`src/rtl/arbitrated_fifo_bank.sv`:
```
// Bank of NUM_FIFOS circular FIFOs behind one push port, drained by a fair
// round-robin arbiter onto a tagged valid/ready output. Optional: OVERFLOW_STICKY_EN.
module arbitrated_fifo_bank #(
  parameter int NUM_FIFOS = 4,
  parameter int WIDTH     = 8,
  parameter int DEPTH     = 8,
  parameter int TAGWIDTH  = $clog2(NUM_FIFOS)
) (
  input  logic                 clk,
  input  logic                 rst,
  input  logic                 push,
  input  logic [TAGWIDTH-1:0]  push_sel,
  input  logic [WIDTH-1:0]     data_in,
  output logic                 push_rdy,
  input  logic [NUM_FIFOS-1:0] reqs,
  input  logic                 out_rdy,
  output logic [WIDTH-1:0]     data_out,
  output logic                 data_out_vld,
  output logic [TAGWIDTH-1:0]  data_out_tag,
  output logic [NUM_FIFOS-1:0] gnt,
  output logic [NUM_FIFOS-1:0] full,
  output logic [NUM_FIFOS-1:0] empty,
  output logic [NUM_FIFOS-1:0] ovf
);

  localparam int AW = $clog2(DEPTH);
  localparam int PW = AW + 1;

  logic [PW-1:0]        wptr_q [NUM_FIFOS];
  logic [PW-1:0]        wptr_d [NUM_FIFOS];
  logic [PW-1:0]        rptr_q [NUM_FIFOS];
  logic [PW-1:0]        rptr_d [NUM_FIFOS];
  logic [WIDTH-1:0]     mem_q  [NUM_FIFOS][DEPTH];
  logic [WIDTH-1:0]     head   [NUM_FIFOS];
  logic [TAGWIDTH-1:0]  ptr_q, ptr_d;
  logic [NUM_FIFOS-1:0] elig, sel_hit, push_acc, pop;
  logic                 xfer;

  genvar gi;
  generate
    for (gi = 0; gi < NUM_FIFOS; gi++) begin : g_fifo
      // Extra wrap bit distinguishes full from empty when the indices match.
      assign empty[gi]    = (wptr_q[gi] == rptr_q[gi]);
      assign full[gi]     = (wptr_q[gi][AW] != rptr_q[gi][AW]) &&
                            (wptr_q[gi][AW-1:0] == rptr_q[gi][AW-1:0]);
      assign head[gi]     = mem_q[gi][rptr_q[gi][AW-1:0]];
      assign sel_hit[gi]  = (push_sel == TAGWIDTH'(gi));
      assign push_acc[gi] = push & sel_hit[gi] & ~full[gi];
      assign pop[gi]      = gnt[gi] & out_rdy;
      assign elig[gi]     = reqs[gi] & ~empty[gi];
      assign wptr_d[gi]   = wptr_q[gi] + PW'(push_acc[gi]);
      assign rptr_d[gi]   = rptr_q[gi] + PW'(pop[gi]);
    end
  endgenerate

  // An out-of-range push_sel hits no FIFO, so it is never ready.
  assign push_rdy = |(sel_hit & ~full);

  always_comb begin
    int idx_i;
    logic [TAGWIDTH-1:0] idx;
    logic found;
    gnt   = '0;
    found = 1'b0;
    idx_i = 0;
    idx   = '0;
    for (int k = 0; k < NUM_FIFOS; k++) begin
      idx_i = int'(ptr_q) + k;
      if (idx_i >= NUM_FIFOS) idx_i = idx_i - NUM_FIFOS;
      idx = TAGWIDTH'(idx_i);
      if (!found && elig[idx]) begin
        gnt[idx] = 1'b1;
        found    = 1'b1;
      end
    end
  end

  always_comb begin
    data_out     = '0;
    data_out_tag = '0;
    for (int i = 0; i < NUM_FIFOS; i++) begin
      if (gnt[i]) begin
        data_out     = data_out | head[i];
        data_out_tag = data_out_tag | TAGWIDTH'(i);
      end
    end
  end

  assign data_out_vld = |gnt;
  assign xfer         = data_out_vld & out_rdy;

  // Pointer only advances on a real transfer, so a stalled grant stays put.
  always_comb begin
    ptr_d = ptr_q;
    if (xfer) begin
      if (int'(data_out_tag) == NUM_FIFOS - 1) ptr_d = '0;
      else                                     ptr_d = data_out_tag + TAGWIDTH'(1);
    end
  end

  always_ff @(posedge clk or posedge rst) begin
    if (rst) begin
      ptr_q <= '0;
      for (int i = 0; i < NUM_FIFOS; i++) begin
        wptr_q[i] <= '0;
        rptr_q[i] <= '0;
      end
    end else begin
      ptr_q  <= ptr_d;
      wptr_q <= wptr_d;
      rptr_q <= rptr_d;
    end
  end

  // Storage needs no reset: emptiness is defined by the pointers alone.
  always_ff @(posedge clk) begin
    for (int i = 0; i < NUM_FIFOS; i++) begin
      if (push_acc[i]) mem_q[i][wptr_q[i][AW-1:0]] <= data_in;
    end
  end

`ifdef OVERFLOW_STICKY_EN
  logic [NUM_FIFOS-1:0] ovf_q, ovf_d;

  assign ovf_d = ovf_q | ({NUM_FIFOS{push}} & sel_hit & full);

  always_ff @(posedge clk or posedge rst) begin
    if (rst) ovf_q <= '0;
    else     ovf_q <= ovf_d;
  end

  assign ovf = ovf_q;
`else
  assign ovf = '0;
`endif

endmodule

```
`config.mk`:
```
export PLATFORM = sky130hd
export DESIGN_NAME = arbitrated_fifo_bank
export DESIGN_NICKNAME = d
export VERILOG_FILES = /design/src/rtl/arbitrated_fifo_bank.sv
export SDC_FILE = /design/constraint.sdc
export NUM_CORES = 1
export LEC_CHECK = 0
export ABC_AREA = 1
export CORE_MARGIN = 5
export CORE_UTILIZATION = 55
export CTS_BUF_LIST = sky130_fd_sc_hd__clkbuf_16
export DETAILED_ROUTE_END_ITERATION = 8
export HOLD_SLACK_MARGIN = 0.06
export PLACE_DENSITY = 0.74
export SETUP_SLACK_MARGIN = 0.15
export SLEW_MARGIN = 15
export SYNTH_ARGS = -nofsm -noshare
export SYNTH_HDL_FRONTEND = slang
export SYNTH_SLANG_ARGS = --single-unit
```
`constraint.sdc`:
```
create_clock -name clk -period 2.8 [get_ports clk]
set_input_delay 0.56 -clock clk [delete_from_list [all_inputs] [get_ports clk]]
set_output_delay 0.56 -clock clk [all_outputs]
set_load 0.005 [all_outputs]
```
### Yosys cells after proc, flatten, opt, wreduce, memory -nomap -nowiden

Memory sizes are Yosys's and may differ from the RTL's.
Cells that the tools add are included.

| storage, ports and cells | value |
|---|---|
| memories | 1 |
| flip-flop bits (word level) | 34 |
| output and inout bits | 28 |
| memory bits (writable) | 256 |

| operators by class | value |
|---|---|
| $lt $le $gt $ge | 24 |
| $add $sub $neg | 16 |
| reductions and logical operators | 24 |
| mux-type cells | 72 |
| equality and inequality tests | 16 |
| bitwise operators | 41 |

Memory list:

| name | words | width | read ports | clocked after Yosys merged registers in | write ports | line | RTL |
|---|---|---|---|---|---|---|---|
| mem_q | 4 | 64 | 4 | 0 | 1 | 33 | `logic [WIDTH-1:0] mem_q [NUM_FIFOS][DEPTH];` |

Operator list:

| kind | count |
|---|---|
| 2-to-1 mux 64 bit | 10 |
| OR reduction 64 bit | 3 |
| 2-to-1 mux 8 bit | 16 |
| binary-select mux 8 bit (select 3 bit) | 4 |
| demux 8 bit (select 3 bit) | 4 |
| adder 4 x 1 -> 4 bit | 8 |
| greater-or-equal comparator 4 bit (second input constant) | 8 |
| NOT 3 -> 4 bit | 8 |
| bitwise OR 8 bit | 3 |
| 2-to-1 mux 2 bit | 10 |
| bitwise AND 1 bit | 17 |
| equality test 4 bit | 4 |
| < comparator 4 x 1 -> 1 bit (second input constant) | 4 |
| 2-to-1 mux 1 bit | 16 |
| 2-to-1 mux 4 bit | 4 |
| logical AND 1 bit | 15 |
| equality test 3 bit | 4 |
| < comparator 2 x 3 -> 1 bit (second input constant) | 4 |
| bitwise OR 4 bit | 3 |
| greater-or-equal comparator 3 bit (second input constant) | 3 |
| binary-select mux 1 bit (select 2 bit) | 4 |
| demux 1 bit (select 2 bit) | 4 |
| greater-or-equal comparator 2 x 1 -> 1 bit (second input constant) | 4 |
| NOT 1 bit | 8 |
| 13 further kinds | 25 |

### Depth between registers and ports, before layout

| depth | value |
|---|---|
| depth in word-level cells | 22 |
| mapped depth | 20 |
| mapped depth without buffers | 18 |

### Worst setup path after synthesis

No wires, ideal clock.

| timing path | value |
|---|---|
| path kind | flip-flop to output port |
| from | register ptr_q[0] |
| to | output port data_out[0] |
| setup slack | 0.310 ns |
| required time | 2.240 ns |
| cell stages (with the launch flop) | 12 |
| data arrival time | 1.930 ns |
| cell sequence | dfrtp_1 inv_1 ha_1 inv_1 nand3_1 nand2_1 nor2_2 nand3_1 nand3_4 inv_4 or2_0 nand4_1 |

| on the way | value |
|---|---|
| elaborated cells on any way between the ends | 66 |
| those cells by class | add/sub (7); order compare (12); mux (31); bitwise (6); reduce/logical (10) |

RTL lines:

| item | line | RTL |
|---|---|---|
| start, declared | 35 | `logic [TAGWIDTH-1:0] ptr_q, ptr_d;` |
| start signal, assigned | 109 | `ptr_q <= ptr_d;` |
| parallel branches: the longest is 13 deep, another holds adder 2 x 1 -> 3 bit | -- |  |
| 2-to-1 mux 4 bit * | 71 | `if (!found && elig[idx]) begin` |
| named net gnt[3] | 20 | `output logic [NUM_FIFOS-1:0] gnt,` |
| 2-to-1 mux 8 bit * | 82 | `if (gnt[i]) begin` |
| end, declared | 17 | `output logic [WIDTH-1:0] data_out,` |

Mark *: on every way through the listed nets, which the timed path passes. The select of a mux whose other input is x is not followed.

### Final worst setup path

| timing path | value |
|---|---|
| from | register rptr_q[12] in the netlist's numbering |
| to | output port data_out[7] |

| on the way | value |
|---|---|
| cells in the longest elaborated chain, start to end | 22 |
| elaborated cells on any way between the ends | 38 |
| those cells by class | eq/ne (1); mux (22); bitwise (9); reduce/logical (6) |

RTL lines:

| item | line | RTL |
|---|---|---|
| start, declared | 31 | `logic [PW-1:0] rptr_q [NUM_FIFOS];` |
| start signal, assigned | 111 | `rptr_q <= rptr_d;` |
| equality test 4 bit | 43 | `assign empty[gi] = (wptr_q[gi] == rptr_q[gi]);` |
| NOT 1 bit | 50 | `assign elig[gi] = reqs[gi] & ~empty[gi];` |
| bitwise AND 1 bit | 50 |  |
| binary-select mux 1 bit (select 2 bit) | 71 |  |
| 2-to-1 mux 1 bit (implied by the code) | 71 |  |
| 2-to-1 mux 1 bit | 71 |  |
| logical NOT 1 bit | 71 |  |
| logical AND 1 bit | 71 |  |
| [6 not listed] | -- |  |
| 2-to-1 mux 4 bit | 71 |  |
| 2-to-1 mux 8 bit | 82 |  |
| bitwise OR 8 bit | 83 | `data_out = data_out \| head[i];` |
| 2-to-1 mux 8 bit | 82 |  |
| bitwise OR 8 bit | 83 |  |
| 2-to-1 mux 8 bit | 82 |  |
| bitwise OR 8 bit | 83 |  |
| 2-to-1 mux 8 bit * | 82 |  |

Mark *: on every way between the ends. The rest lies on a longest branch, timed or not. The select of a mux whose other input is x is not followed.

==> results_tabular.tex <==
\begin{tabular}{lr}
\hline
Metric & Value \\
\hline
\multicolumn{2}{l}{\textbf{Status}} \\
\quad Run status & finished with violations \\
\quad Violations in the final reports & setup timing \\
\multicolumn{2}{l}{\textbf{Synthesis}} \\
\quad Post-synthesis cell count & 1039 \\
\quad Warning count from the yosys run & 0 \\
\quad Syn avg cell area & 12.0 um2 \\
\quad Post-synth cell types & 34 \\
\quad Fraction of the yosys area taken by sequential cells & 0.686 \\
\quad Flip-flop cell with the highest count after synthesis & sky130\_fd\_sc\_hd\_\_edfxtp\_1 \\
\quad Cell area after synthesis & 12400 um2 \\
\quad Fraction of synthesis flops using an asynchronous set or reset pin & 0.117 \\
\quad Number of synthesized flops with an enable pin & 256 \\
\quad Synth Register Bits & 290 \\
\multicolumn{2}{l}{\textbf{Final layout}} \\
\quad Count of placed standard cells in the final layout, fillers left out & 1579 \\
\quad Utilization after layout & 0.709 \\
\quad Number of nets in the finished design & 1311 \\
\quad Antenna diodes & 0 \\
\quad Fraction of layout cells with a size suffix above 1 & 0.296 \\
\quad Filler cell count & 1466 \\
\quad Relative area change from synthesis to final layout & 27.8\% \\
\quad Post-route cell area & 15900 um2 \\
\multicolumn{2}{l}{\textbf{Worst setup path}} \\
\quad Slowest CP cell & sky130\_fd\_sc\_hd\_\_dfrtp\_1 \\
\quad Worst Setup End Kind & output port \\
\quad Most frequent cell on the critical path & sky130\_fd\_sc\_hd\_\_nand2\_4 \\
\quad Launching element type of the critical path & register \\
\quad WP buf/inv & 4 \\
\quad Biggest cell delay along the critical path & 0.46 ns \\
\quad Crit-path leading delay family & simple AND/OR/NAND/NOR gates \\
\quad Critical path peak fanout & 8 \\
\quad Data arrival time of the worst path & 2.89 ns \\
\quad Critical Path, Cell by Cell & inv\_2 -> nand2\_2 -> nand2\_2 -> nor2\_4 -> nand2\_4 -> nand3\_4 -> nand2\_4 -> nand2\_4 -> nand2\_8 -> nor2\_8 -> nand3\_2 -> nand3\_2 -> buf\_6 -> buf\_8 -> o211ai\_1 -> nand4\_1 -> buf\_2 \\
\quad Type of the worst setup path & register to output port \\
\quad Data required time at the worst endpoint & 2.24 ns \\
\multicolumn{2}{l}{\textbf{Placed design}} \\
\quad Placed Instance Area & 14000 um2 \\
\quad Final Wtd Congestion & 0.891 \\
\quad Detailed placer's ending HPWL & 19000 um \\
\quad Port Buf Inserts & 41 \\
\quad Cell count after placement & 1451 \\
\quad Post-Place Worst Slack & -0.486 ns \\
\multicolumn{2}{l}{\textbf{Routing}} \\
\quad Length of the first detailed-routing pass in iterations & 6 \\
\quad Total wirelength of the detailed-routed design & 32700 um \\
\quad Total length of routed met2 wires & 16000 um \\
\quad Routed wire per std cell & 20.7 um \\
\quad Via count & 9098 \\
\quad Routed Antenna Nets & 0 \\
\quad Met3 Wirelength & 2540 um \\
\quad Routed length on met1 & 12800 um \\
\quad Initial detailed-routing violation count & 1010 \\
\quad Routed via count divided by cell count & 5.76 \\
\quad Highest metal layer used by the detailed router & met5 \\
\quad DRC violations left & 0 \\
\multicolumn{2}{l}{\textbf{CTS}} \\
\quad Register clock-pin slew on the reported worst setup and hold paths & 0.06 ns \\
\quad Sinks on the clock net & 290 \\
\quad Insertion delay to the later sink of the worst-skew pair & 0.55 ns \\
\quad TritonCTS Buffers & 29 \\
\quad Clock H-tree levels & 1 \\
\quad CTS tree & built \\
\quad Clock Tree Root & sky130\_fd\_sc\_hd\_\_clkbuf\_16 \\
\quad Clock Tree Buf Depth & 3 \\
\multicolumn{2}{l}{\textbf{STA}} \\
\quad Min setup slack post-route & -0.646 ns \\
\quad Setup TNS & -17.51 ns \\
\quad Post-Route Skew & 0.0144 ns \\
\quad Count of endpoints failing hold in the final timing report & 0 \\
\quad Worst-case headroom to the max-slew limit & 0.617 \\
\quad Final Critical Period & 3.45 ns \\
\quad Setup repair after global routing missed its margin & true \\
\quad Final count of negative-setup-slack endpoints & 53 \\
\quad Achievable frequency & 0.290 GHz \\
\quad Final Slew Violations & 0 \\
\quad Transition time at the pin with the least slew margin & 0.569 ns \\
\quad Worst Hold Slack & 0.455 ns \\
\quad Final clock period utilization by the worst path & 1.23 \\
\multicolumn{2}{l}{\textbf{GRT}} \\
\quad Global-route wire length before repair & 48100 um \\
\quad Pin count of the biggest net entering global routing & 35 \\
\quad Antenna violations before repair & 1 \\
\quad Overflow left after global routing & 0 \\
\quad Number of global-route vias before repair & 8924 \\
\quad Total routing resource utilization after global routing & 0.238 \\
\multicolumn{2}{l}{\textbf{Floorplan}} \\
\quad Number of core rows & 55 \\
\quad Initial cell density of the core & 0.555 \\
\quad Overall die width & 160 um \\
\quad Top-level port count & 46 \\
\quad Placeable core region & 22400 um2 \\
\quad Area of the die & 25700 um2 \\
\quad Vert. Die Dim & 160 um \\
\multicolumn{2}{l}{\textbf{Job}} \\
\quad Count of max-cap constraint violations & 0 \\
\multicolumn{2}{l}{\textbf{Pwr}} \\
\quad Leakage power & 6.20 nW \\
\quad Power Dens Cells & 1160 nW/um2 \\
\quad VDD IR max & 0.000798 V \\
\quad PnR Total Power & 18.5 mW \\
\multicolumn{2}{l}{\textbf{Worst hold path}} \\
\quad Type of the most critical hold path & input port to async pin \\
\hline
\end{tabular}
## synthesized netlist by cell type (3+ instances only)
cell type | number | area [um2]
sky130_fd_sc_hd__buf_4 | 11 | 82.6
sky130_fd_sc_hd__o22ai_1 | 32 | 200
sky130_fd_sc_hd__nand3_1 | 41 | 205
sky130_fd_sc_hd__o211ai_1 | 16 | 120
sky130_fd_sc_hd__nor2_4 | 3 | 33.8
sky130_fd_sc_hd__nand2_4 | 3 | 33.8
sky130_fd_sc_hd__or2_1 | 8 | 50.1
sky130_fd_sc_hd__inv_4 | 4 | 25.0
sky130_fd_sc_hd__o21ai_0 | 144 | 721
sky130_fd_sc_hd__nor2_2 | 7 | 43.8
sky130_fd_sc_hd__clkbuf_1 | 34 | 128
sky130_fd_sc_hd__or2_0 | 8 | 50.1
sky130_fd_sc_hd__nor2_1 | 180 | 676
sky130_fd_sc_hd__nand2_1 | 95 | 357
sky130_fd_sc_hd__dfrtp_1 | 34 | 851
sky130_fd_sc_hd__nand2_2 | 13 | 81.3
sky130_fd_sc_hd__nand3_2 | 4 | 40.0
sky130_fd_sc_hd__o221ai_1 | 24 | 210
sky130_fd_sc_hd__xor2_1 | 16 | 140
sky130_fd_sc_hd__edfxtp_1 | 256 | 7690
sky130_fd_sc_hd__nand4_1 | 13 | 81.3
sky130_fd_sc_hd__ha_1 | 22 | 275
sky130_fd_sc_hd__inv_1 | 38 | 143
sky130_fd_sc_hd__buf_2 | 3 | 15.0
sky130_fd_sc_hd__inv_2 | 15 | 56.3
## area by class of cell
| cell class | count | area (um2) | area share |
|---|---|---|---|
| inverters | 59 | 239 | 0.0150 |
| flip-flops and latches | 290 | 8540 | 0.537 |
| multi-input cells | 641 | 3790 | 0.239 |
| well taps | 285 | 357 | 0.0224 |
| clock inverters | 25 | 150 | 0.00944 |
| clock buffers | 29 | 726 | 0.0456 |
| repair buffers | 250 | 2090 | 0.132 |
## worst min-delay path, stage by stage
cell,delay (ns)
sky130_fd_sc_hd__clkdlybuf4s50_1,0.39
sky130_fd_sc_hd__inv_1,0.05
sky130_fd_sc_hd__buf_4,0.45
## repair_timing
| action | CTS | global route |
|---|---|---|
| hold buffers | 0 | 0 |
| gates resized for setup | 125 | 97 |
| setup endpoints to repair | 23 | 78 |
| buffers inserted | 53 | 21 |
| pin swaps | 37 | 26 |
## report_power, final
part	switching, mW	internal [mW]	leakage [nW]
Clock	1.59	1.97	0.447
Combinational	5.33	4.20	3.06
Sequential	0.270	5.11	2.69
## routing by layer
metal | global-route usage | up-vias
li1 | - | 4176
met1 | 0.308 | 4401
met2 | 0.394 | 437
met3 | 0.0485 | 80
met4 | 0.0943 | 4
met5 | 0.0133 | -
## cell usage in the layout (no fill, tap or decap), drive strengths merged
cell and count:
clkdlybuf4s50 19, clkinvlp 2, nand3 47, bufinv 1, ha 22, nor3 2, clkdlybuf4s15 1, conb 4
a21oi 2, o21ai 144, nand4 13, o221ai 24, inv 65, o211ai 16, nand3b 1, buf 226
clkbuf 30, dfrtp 34, nor2 191, or2 16, edfxtp 256, o22ai 32, xor2 16, nand2 111
clkinv 16, dlygate4sd2 2, dlymetal6s2s 1
## state kept, by name, summed over array words and instances (netlist names)
| name | flops |
|---|---|
| ptr_q | 2 |
| wptr_q | 16 |
| mem_q | 256 |
| rptr_q | 16 |
## cells by family (layout without fill, tap and decap cells)
logic type,count (synthesis),count (layout),synth area share
compound gates,218,218,0.101
xor+xnor,16,16,0.0113
fa+ha+maj,22,22,0.0221
buf+inv,111,363,0.0391
flops,290,290,0.686
other cells,1,4,0.000301
simple gates,381,381,0.140
## path summary, 6_finish.rpt
| kind | to | cells past startpoint | from | slack [ns] |
|---|---|---|---|---|
| min in group clk | rptr_q[8] | 1 | rptr_q[8] | 0.56 |
| worst max-delay path | data_out[7] | 17 | rptr_q[12] | -0.65 |
| worst min-delay path | rptr_q[0] | 3 | rst | 0.45 |
| max in group asynchronous | rptr_q[5] | 3 | rst | 1.92 |
| worst min register to register | rptr_q[8] | 1 | rptr_q[8] | 0.56 |
| worst max register to register | rptr_q[2] | 27 | rptr_q[12] | -0.50 |
(Power assumes the default switching activity.)
